[config.mk]
export PLATFORM = sky130hd
export DESIGN_NAME = timer_ctrl_flat
export DESIGN_NICKNAME = d
export VERILOG_FILES = /design/src/rtl/timer_pkg.sv /design/src/rtl/timer_ctrl_if.sv /design/src/rtl/key_debounce.sv /design/src/rtl/timer_ctrl.sv /design/src/flat_wrapper.sv
export SDC_FILE = /design/constraint.sdc
export NUM_CORES = 1
export LEC_CHECK = 0
export BUFFER_PORTS_ARGS = -buffer_cell sky130_fd_sc_hd__buf_4
export CORE_MARGIN = 2
export CORE_UTILIZATION = 44
export DETAILED_ROUTE_END_ITERATION = 16
export GPL_TIMING_DRIVEN = 0
export SYNTH_ARGS = -nofsm -noshare
export SYNTH_HDL_FRONTEND = slang
export SYNTH_HIERARCHICAL = 1
export SYNTH_SLANG_ARGS = --single-unit
[constraint.sdc]
create_clock -name clk -period 2.3 [get_ports clk]
set_clock_uncertainty 0.1 [all_clocks]
set_input_delay 0.115 -clock clk [delete_from_list [all_inputs] [get_ports clk]]
set_output_delay 0.115 -clock clk [all_outputs]
set_load 0.05 [all_outputs]
[src/rtl/timer_pkg.sv]
// ============================================================================
// timer_pkg : shared mode encoding and display blink masks for timer_ctrl
// Rev 1.0   : initial release
// ============================================================================
`default_nettype none

package timer_pkg;

    typedef enum logic [2:0] {
        RUN   = 3'd0,
        PAUSE = 3'd1,
        SET_H = 3'd2,
        SET_M = 3'd3,
        SET_S = 3'd4
    } mode_t;

    // Digit-block bit positions, shared with the display multiplexer
    localparam int HOURS_LSB   = 4;
    localparam int MINUTES_LSB = 2;
    localparam int SECONDS_LSB = 0;

    localparam logic [5:0] MASK_SET_H = 6'b110000;
    localparam logic [5:0] MASK_SET_M = 6'b001100;
    localparam logic [5:0] MASK_SET_S = 6'b000011;

    function automatic logic [5:0] field_mask(input mode_t m);
        case (m)
            SET_H:   return MASK_SET_H;
            SET_M:   return MASK_SET_M;
            SET_S:   return MASK_SET_S;
            default: return 6'b000000;
        endcase
    endfunction

endpackage

`default_nettype wire

[src/rtl/timer_ctrl_if.sv]
// ============================================================================
// timer_ctrl_if : raw keys in, datapath/display controls out
// Rev 1.0       : initial release
// ============================================================================
`default_nettype none

interface timer_ctrl_if;
    import timer_pkg::*;

    logic       key_pause;
    logic       key_program;
    logic       key_up;
    logic       run_en;
    logic       inc_hours;
    logic       inc_minutes;
    logic       inc_seconds;
    logic       clr_count;
    mode_t      mode;
    logic [5:0] blink_mask;

    modport master (
        output key_pause, key_program, key_up,
        input  run_en, inc_hours, inc_minutes, inc_seconds, clr_count, mode, blink_mask
    );

    modport slave (
        input  key_pause, key_program, key_up,
        output run_en, inc_hours, inc_minutes, inc_seconds, clr_count, mode, blink_mask
    );
endinterface

`default_nettype wire

[src/rtl/key_debounce.sv]
// ============================================================================
// key_debounce : 2-flop synchronizer, stability counter, press-event pulse
// Rev 1.0      : initial release
// ============================================================================
`default_nettype none

module key_debounce #(
    parameter int DEBOUNCE_CYCLES = 500000
) (
    input  logic clk,
    input  logic rst,
    input  logic key_n,
    output logic level,
    output logic press
);
    localparam int CNT_W = $clog2(DEBOUNCE_CYCLES + 1);
    localparam logic [CNT_W-1:0] CNT_LAST = CNT_W'(DEBOUNCE_CYCLES - 1);

    logic             sync_a;
    logic             sync_b;
    logic             level_d;
    logic [CNT_W-1:0] stable_cnt;

    always_ff @(posedge clk or posedge rst) begin
        if (rst) begin
            sync_a     <= 1'b1;
            sync_b     <= 1'b1;
            level      <= 1'b1;
            level_d    <= 1'b1;
            press      <= 1'b0;
            stable_cnt <= '0;
        end else begin
            sync_a  <= key_n;
            sync_b  <= sync_a;
            level_d <= level;
            // Falling edge of the accepted level, one register after the update
            press   <= level_d & ~level;
            if (sync_b == level) begin
                stable_cnt <= '0;
            end else if (stable_cnt == CNT_LAST) begin
                level      <= sync_b;
                stable_cnt <= '0;
            end else begin
                stable_cnt <= stable_cnt + 1'b1;
            end
        end
    end
endmodule

`default_nettype wire

[src/rtl/timer_ctrl.sv]
// ============================================================================
// timer_ctrl : key conditioning, run/pause/set mode FSM, blink and increments
// Optional auto-repeat on the up key: define TIMER_CTRL_AUTOREPEAT_EN
// Rev 1.0    : initial release
// ============================================================================
`default_nettype none

module timer_ctrl
    import timer_pkg::*;
#(
    parameter int DEBOUNCE_CYCLES = 500000,
    parameter int BLINK_CYCLES    = 12500000,
    parameter int REPEAT_DELAY    = 25000000,
    parameter int REPEAT_PERIOD   = 5000000
) (
    input  logic        clk,
    input  logic        rst,
    timer_ctrl_if.slave bus
);
    localparam int KEY_PAUSE   = 0;
    localparam int KEY_PROGRAM = 1;
    localparam int KEY_UP      = 2;
    localparam int BLINK_W     = (BLINK_CYCLES > 1) ? $clog2(BLINK_CYCLES) : 1;
    localparam logic [BLINK_W-1:0] BLINK_LAST = BLINK_W'(BLINK_CYCLES - 1);

    logic [2:0]         key_raw;
    logic [2:0]         key_level;
    logic [2:0]         key_press;
    mode_t              state;
    mode_t              state_next;
    logic [2:0]         inc_next;      // {hours, minutes, seconds}
    logic               clr_next;
    logic               state_chg;
    logic               rpt_fire;
    logic               run_q;
    logic [2:0]         inc_q;
    logic               clr_q;
    logic [BLINK_W-1:0] blink_cnt;
    logic               blink_phase;
    logic [5:0]         mask_q;

    assign key_raw = {bus.key_up, bus.key_program, bus.key_pause};

    for (genvar gi = 0; gi < 3; gi++) begin : g_key
        key_debounce #(.DEBOUNCE_CYCLES(DEBOUNCE_CYCLES)) u_key (
            .clk   (clk),
            .rst   (rst),
            .key_n (key_raw[gi]),
            .level (key_level[gi]),
            .press (key_press[gi])
        );
    end

    // Priority: program, then pause, then up / repeat
    always_comb begin
        state_next = state;
        inc_next   = 3'b000;
        clr_next   = 1'b0;
        if (key_press[KEY_PROGRAM]) begin
            case (state)
                RUN, PAUSE: state_next = SET_H;
                SET_H:      state_next = SET_M;
                SET_M:      state_next = SET_S;
                SET_S: begin
                    state_next = RUN;
                    clr_next   = 1'b1;
                end
                default:    state_next = RUN;
            endcase
        end else if (key_press[KEY_PAUSE]) begin
            if (state == RUN)
                state_next = PAUSE;
            else if (state == PAUSE)
                state_next = RUN;
        end else if (key_press[KEY_UP] || rpt_fire) begin
            case (state)
                SET_H:   inc_next = 3'b100;
                SET_M:   inc_next = 3'b010;
                SET_S:   inc_next = 3'b001;
                default: inc_next = 3'b000;
            endcase
        end
    end

    assign state_chg = (state_next != state);

    always_ff @(posedge clk or posedge rst) begin
        if (rst) begin
            state <= RUN;
            run_q <= 1'b1;
            inc_q <= 3'b000;
            clr_q <= 1'b0;
        end else begin
            state <= state_next;
            run_q <= (state_next == RUN);
            inc_q <= inc_next;
            clr_q <= clr_next;
        end
    end

    always_ff @(posedge clk or posedge rst) begin
        if (rst) begin
            blink_cnt   <= '0;
            blink_phase <= 1'b0;
            mask_q      <= 6'b000000;
        end else begin
            if (state_chg) begin
                blink_cnt   <= '0;
                blink_phase <= 1'b0;
            end else if (blink_cnt == BLINK_LAST) begin
                blink_cnt   <= '0;
                blink_phase <= ~blink_phase;
            end else begin
                blink_cnt <= blink_cnt + 1'b1;
            end
            mask_q <= blink_phase ? field_mask(state) : 6'b000000;
        end
    end

`ifdef TIMER_CTRL_AUTOREPEAT_EN
    localparam int RPT_MAX = (REPEAT_DELAY > REPEAT_PERIOD) ? REPEAT_DELAY : REPEAT_PERIOD;
    localparam int RPT_W   = $clog2(RPT_MAX + 1);
    localparam logic [RPT_W-1:0] RPT_DELAY_LAST  = RPT_W'(REPEAT_DELAY - 1);
    localparam logic [RPT_W-1:0] RPT_PERIOD_LAST = RPT_W'(REPEAT_PERIOD - 1);

    logic [RPT_W-1:0] rpt_cnt;
    logic             rpt_first;
    logic             in_set;
    logic             unused_levels;

    assign in_set        = (state inside {SET_H, SET_M, SET_S});
    assign unused_levels = ^key_level[1:0];
    // First repeat waits the long delay, later ones use the short period
    assign rpt_fire      = in_set && !key_level[KEY_UP] && !key_press[KEY_UP] &&
                           (rpt_cnt == (rpt_first ? RPT_DELAY_LAST : RPT_PERIOD_LAST));

    always_ff @(posedge clk or posedge rst) begin
        if (rst) begin
            rpt_cnt   <= '0;
            rpt_first <= 1'b1;
        end else if (state_chg || !in_set || key_level[KEY_UP] || key_press[KEY_UP]) begin
            rpt_cnt   <= '0;
            rpt_first <= 1'b1;
        end else if (rpt_fire) begin
            rpt_cnt   <= '0;
            rpt_first <= 1'b0;
        end else begin
            rpt_cnt <= rpt_cnt + 1'b1;
        end
    end
`else
    localparam int UNUSED_REPEAT_CFG = REPEAT_DELAY + REPEAT_PERIOD;
    logic unused_levels;

    assign unused_levels = ^key_level;
    assign rpt_fire      = 1'b0;
`endif

    assign bus.mode        = state;
    assign bus.run_en      = run_q;
    assign bus.inc_hours   = inc_q[2];
    assign bus.inc_minutes = inc_q[1];
    assign bus.inc_seconds = inc_q[0];
    assign bus.clr_count   = clr_q;
    assign bus.blink_mask  = mask_q;
endmodule

`default_nettype wire

[src/flat_wrapper.sv]
// flat-port wrapper written by rule: the top's interface ports become plain ports
module timer_ctrl_flat import timer_pkg::*;
#(
    parameter int DEBOUNCE_CYCLES = 500000,
    parameter int BLINK_CYCLES    = 12500000,
    parameter int REPEAT_DELAY    = 25000000,
    parameter int REPEAT_PERIOD   = 5000000
)
  (clk, rst, bus_key_pause, bus_key_program, bus_key_up, bus_run_en, bus_inc_hours, bus_inc_minutes, bus_inc_seconds, bus_clr_count, bus_mode, bus_blink_mask);
  timer_ctrl_if bus_i ();
  input  logic clk;
  input  logic rst;
  input wire logic [$bits(bus_i.key_pause)-1:0] bus_key_pause;
  input wire logic [$bits(bus_i.key_program)-1:0] bus_key_program;
  input wire logic [$bits(bus_i.key_up)-1:0] bus_key_up;
  output wire logic [$bits(bus_i.run_en)-1:0] bus_run_en;
  output wire logic [$bits(bus_i.inc_hours)-1:0] bus_inc_hours;
  output wire logic [$bits(bus_i.inc_minutes)-1:0] bus_inc_minutes;
  output wire logic [$bits(bus_i.inc_seconds)-1:0] bus_inc_seconds;
  output wire logic [$bits(bus_i.clr_count)-1:0] bus_clr_count;
  output wire logic [$bits(bus_i.mode)-1:0] bus_mode;
  output wire logic [$bits(bus_i.blink_mask)-1:0] bus_blink_mask;
  assign bus_i.key_pause = bus_key_pause;
  assign bus_i.key_program = bus_key_program;
  assign bus_i.key_up = bus_key_up;
  assign bus_run_en = bus_i.run_en;
  assign bus_inc_hours = bus_i.inc_hours;
  assign bus_inc_minutes = bus_i.inc_minutes;
  assign bus_inc_seconds = bus_i.inc_seconds;
  assign bus_clr_count = bus_i.clr_count;
  assign bus_mode = bus_i.mode;
  assign bus_blink_mask = bus_i.blink_mask;
  timer_ctrl #(.DEBOUNCE_CYCLES(DEBOUNCE_CYCLES), .BLINK_CYCLES(BLINK_CYCLES), .REPEAT_DELAY(REPEAT_DELAY), .REPEAT_PERIOD(REPEAT_PERIOD)) u_core (.clk(clk), .rst(rst), .bus(bus_i));
endmodule
# Word level (Yosys, flattened, before mapping)

Index checks and enable logic that the tools add are counted.

$add $sub $neg: 4
Multipliers: 0
Divide/modulo/power cells: 0
Order comparisons: 0
Equal/unequal tests: 12
Shift-type cells: 0
Multiplexer cells: 23
Bitwise operators: 10
Reductions and logical operators: 7

Operators with widths:

| kind                                           | count |
|---|---|
| 2-to-1 mux 19 bit                              | 6 |
| adder 19 x 1 -> 19 bit (second input constant) | 3 |
| == test 19 bit (second input constant)         | 3 |
| 2-to-1 mux 24 bit                              | 2 |
| adder 24 x 1 -> 24 bit (second input constant) | 1 |
| == test 24 bit (second input constant)         | 1 |
| 2-to-1 mux 3 bit                               | 7 |
| one-hot mux 3 bit (3 select lines)             | 2 |
| one-hot mux 6 bit (3 select lines)             | 1 |
| NOT 1 bit                                      | 7 |
| == test 3 x 2 -> 1 bit (second input constant) | 2 |
| logical NOT 3 bit                              | 2 |
| 2-to-1 mux 6 bit                               | 1 |
| AND reduction 2 bit                            | 3 |
| 2-to-1 mux 1 bit                               | 4 |
| AND 1 bit                                      | 3 |
| == test 1 bit                                  | 3 |
| == test 3 x 1 -> 1 bit (second input constant) | 1 |
| == test 3 bit (second input constant)          | 1 |
| != test 3 bit                                  | 1 |
| nonzero test 2 bit                             | 1 |
| OR reduction 2 bit                             | 1 |

Flip-flop bits (word level): 111
Latch bits: 0
Bits in writable memories: 0
Memory bits (read-only): 0
Input port bits: 5
Output and inout port bits: 14
Word-level logic and storage cells: 81
Memories: 0

# Logic depth before layout (Yosys ltp)

Depth in word-level cells: 7
Mapped depth: 7
Gate-level depth less buffers: 5

# Cells and area by module

The synthesis kept the hierarchy.

By module, submodules not included:

| module       | instances | cells each | area each (sq um) | sequential area each (sq um) |
|---|---|---|---|---|
| key_debounce | 3         | 106        | 1,152.4           | 605.6 |
| timer_ctrl   | 1         | 176        | 1,761.7           | 902.1 |

# Worst setup path before layout

Ideal clock, no wire load.

Path type: flip-flop to flip-flop
Start: reg u_core.blink_cnt[0]
End: reg u_core.blink_cnt[18]
Setup time: 0.077 ns
Arrival: 1.569 ns
Path slack: 0.553 ns
Cell stages (with the launch flop): 7
Path buffers: 1
Cell sequence: dfrtp_1 ha_1 and4_1 buf_6 nand3_4 or4_1 a21oi_1

Longest elaborated chain between the ends: 3
Elaborated cells on any way between the ends: 4

RTL lines:

| element                                                         | line                                 | RTL |
|---|---|---|
| start: declaration                                              | timer_ctrl.sv:38                     | `logic [BLINK_W-1:0] blink_cnt;` |
| start signal: assignment                                        | timer_ctrl.sv:114                    | `blink_cnt <= blink_cnt + 1'b1;` |
| adder 24 x 1 -> 24 bit / == test 24 bit (equally long branches) | timer_ctrl.sv:114, timer_ctrl.sv:110 |  |
| 2-to-1 mux 24 bit *                                             | timer_ctrl.sv:110                    | `end else if (blink_cnt == BLINK_LAST) begin` |
| 2-to-1 mux 24 bit *                                             | timer_ctrl.sv:107                    | `if (state_chg) begin` |

Mark *: on every way between the ends. The rest lies on a longest branch, timed or not.
A chain may end at the register's enable or synchronous reset.

# Worst setup path after layout

Start: reg u_core.blink_cnt[0]
End: reg u_core.blink_cnt[14]

Same word-level chain as after synthesis.

==> results.yml <==
critical_path:
  cp-end-kind: "flop"
  critical_path_required_ns: 2.43
  worst_r2r_path_depth: 7
  timing.setup.critical_path_class: "flop to flop"
  critPathMaxFanout: 10
  regToRegEndpoint: "u_core/blink_cnt[14]"
  r2r_start: "u_core/blink_cnt[0]"
  worst_ep_arrival_time_ns: 2.13
  timing.critical_path.from_type: "flop"
  timing.reg2reg.setup_slack_ns: 0.30
flow_run:
  cap_viol_max_count: 0
synth:
  post_synth_main_area_contributors: "sky130_fd_sc_hd__dfrtp_1 46%, sky130_fd_sc_hd__dfstp_2 6.5%, sky130_fd_sc_hd__xor2_1 5.5%"
  synth.ff_latch_count: 108
  post-synth-top-area-fraction: 0.4555
  synthArstFlopShare: 1.000
  ys_dominant_reg_cell: "sky130_fd_sc_hd__dfrtp_1"
  cell_type_contributing_the_most_total_cell_area_after_synthesis: "sky130_fd_sc_hd__dfrtp_1"
  synthCells: 494
  number_of_enable_type_register_cells_in_the_synthesized_netlist: 0
  syn-mean-instance-area_sq_um: 10.56
  synth-seq-area-share: 0.5210
  syn_nets: 503
  yosysWarnings: 6
  netlist_area_sq_um: 5219
  netlist-cell-type-count: 47
clock_network:
  cts-buffers-inserted: 9
  insertion_delay_ns: 0.35
  post_cts.resized_instances: 0
  cts_root_buffer: "sky130_fd_sc_hd__clkbuf_16"
  tritoncts: "yes"
  post_cts.repair.setup_buffers: 0
  cts_max_level: 3
  clkTransAtPathRegs_ns: 0.07
  clock_sinks: 108
  clock_tree.buffer_depth: 2
cells_and_area:
  final_common_cell: "sky130_fd_sc_hd__dfrtp_1"
  num-fill-cells: 1043
  diodes: 0
  final_cell_mix: "95 x sky130_fd_sc_hd__dfrtp_1, 66 x sky130_fd_sc_hd__nor2_1, 33 x sky130_fd_sc_hd__xor2_1"
  syn2layout_area_growth_pct: 12.71
  share_of_cells_above_drive_strength_1: 0.1579
  num-nets-final: 536
timing:
  slew-limit-headroom: 0.4015
  final.setup.worst_slack_ns: 0.2994
  drv_slew: 0
  rsz0062_at_grt: "false"
  fmaxAchievable_ghz: 0.4998
  final_hold_viols: 0
  tightestPinTransition_ns: 0.8967
  finalCritPeriodShare: 0.8698
  period_needed_ns: 2.001
  setup_violations: 0
  totalNegativeSetupSlack_ns: 0
grt:
  use_met1: 0.2238
  grt_pass1_vias: 3492
  grt_antenna_before_repair: 0
  use_met3: 0.04606
  globalRouteOverflowTotal: 0
  largest_net_degree_at_the_start_of_global_routing: 37
  grt_usage: 0.1643
  gr-max-usage-layer: "met2"
  grt_pass1_wl_microns: 16780
  met2_usage: 0.2570
detailed_routing:
  postRouteWirelength_microns: 9688
  drc_violation_total_after_the_first_tritonroute_iteration: 141
  via_per_inst: 5.425
  via_count: 3662
  first_pass_iteration_count_of_the_detailed_router: 10
  post-route-drc-count: 3
  wire_per_inst_microns: 14.35
  ant_nets: 0
min_path:
  min_delay_worst_endpoint: "u_core/g_key[1].u_key/sync_b"
  worstHoldPathType: "flop to flop"
  hold_path_startpoint: "u_core/g_key[1].u_key/sync_a"
  hold_depth: 0
status:
  status: "finished with violations"
  failed_checks: "DRC"
die:
  effective_utilization_at_floorplan: 0.4532
  fp.dieArea_sq_um: 12750
  chipHeight_microns: 112.9
  die_w_microns: 112.9
  io_pins: 19
  fp-row-count: 39
  core-area_sq_um: 11520
power:
  powerDensity_nw_per_um2: 617.4
  worst_ir_drop_vdd_mv: 0.3951
  leakage_uw: 0.002514
place:
  place_congestion: 0.8380
  place_ws_ns: 0.3033
  detailedPlacementHpwl_microns: 6606
  port_buffers: 18
[sequential cells by signal (all words and copies together) (netlist names), 3 cells and up]
signal,cells
u_core/g_key.u_key/stable_cnt,57
u_core/blink_cnt,24
u_core/bus.blink_mask,3
u_core/bus.mode,3
u_core/g_key.u_key/level,3
u_core/g_key.u_key/level_d,3
u_core/g_key.u_key/press,3
u_core/g_key.u_key/sync_a,3
u_core/g_key.u_key/sync_b,3
u_core/inc_q,3
[report_power, final]
part | total [uW] | internal [uW] | leakage (uW) | switching [uW]
clock network | 1590 | 886 | 0.000154 | 702
registers | 1940 | 1920 | 0.00144 | 15.8
logic | 107 | 40.0 | 0.000919 | 67.4
[critical path: stages (launching register included)]
cell and delay [ns]:
sky130_fd_sc_hd__dfrtp_1 0.39, sky130_fd_sc_hd__ha_1 0.22, sky130_fd_sc_hd__and4_1 0.22, sky130_fd_sc_hd__buf_6 0.13, sky130_fd_sc_hd__nand4_1 0.16, sky130_fd_sc_hd__o21ai_2 0.30
sky130_fd_sc_hd__buf_2 0.29, sky130_fd_sc_hd__nor2_1 0.08
[area by class of cell]
cell class,count,area [sq um],share of cell area
Tap cell,143,178.9,0.03042
Timing Repair Buffer,22,175.2,0.02978
Multi-Input combinational cell,351,2266,0.3852
Inverter,9,33.78,0.005743
Clock inverter,6,70.07,0.01191
Clock buffer,10,239.0,0.04063
Buffer,26,200.2,0.03404
Sequential cell,108,2719,0.4622
[timing repair]
action,CTS,global route
endpoints found under the hold margin,98,0
hold buffers,4,0
setup endpoints to repair,0,0
[how the worst max path moves through the flow]
stage / end / depth (start not counted) / slack (ns) / startpoint
floorplan: u_core/blink_cnt[18] / 6 / 0.55 / u_core/blink_cnt[0]
global placement: u_core/blink_cnt[8] / 7 / 0.29 / u_core/blink_cnt[0]
detailed placement: u_core/blink_cnt[14] / 7 / 0.30 / u_core/blink_cnt[0]
CTS: u_core/blink_cnt[14] / 7 / 0.28 / u_core/blink_cnt[0]
global route: u_core/blink_cnt[22] / 7 / 0.15 / u_core/blink_cnt[0]
finish: u_core/blink_cnt[14] / 7 / 0.30 / u_core/blink_cnt[0]
[cells in the mapped netlist (9+ instances only)]
cell type                 instances
sky130_fd_sc_hd__o21ai_0         13
sky130_fd_sc_hd__dfstp_2         13
sky130_fd_sc_hd__inv_1            9
sky130_fd_sc_hd__nand3_1         27
sky130_fd_sc_hd__xnor2_1         24
sky130_fd_sc_hd__dfrtp_1         95
sky130_fd_sc_hd__nand4_1         20
sky130_fd_sc_hd__nand2_1         28
sky130_fd_sc_hd__and4_1          10
sky130_fd_sc_hd__a21oi_1         21
sky130_fd_sc_hd__xor2_1          33
sky130_fd_sc_hd__and3_1          13
sky130_fd_sc_hd__or3_1           10
sky130_fd_sc_hd__nor2_1          66
[kinds of logic after synthesis]
group           synth area share
mux                      0.01079
flops                     0.5210
compound gates           0.06234
fa+ha+maj               0.009590
simple gates              0.2558
xor+xnor                 0.09566
buf+inv                  0.04483
[metrics by stage]
step / util / instance area [sq um] / cells / hold slack, ns / total power, uW
final: 0.5108 / 5882 / 675 / 0.2570 / 3632
after global routing: 0.5108 / 5882 / 675 / 0.2657 / 3789
after CTS: 0.5108 / 5882 / 675 / 0.2580 / 3711
after detailed placement: 0.4804 / 5533 / 655 / 0.1245 / 2079
after global placement: 0.4804 / 5533 / 655 / 0.1236 / 2077
after floorplan: - / 5219 / 494 / 0.01948 / 2046
[metal layers]
metal | wire length [microns] | up-vias | share of wire
met5 | 0 | - | 0
met4 | 104 | 0 | 0.011
met3 | 318 | 9 | 0.033
met2 | 4542 | 48 | 0.47
met1 | 4722 | 1791 | 0.49
li1 | - | 1814 | -
(Power assumes the default switching activity.)
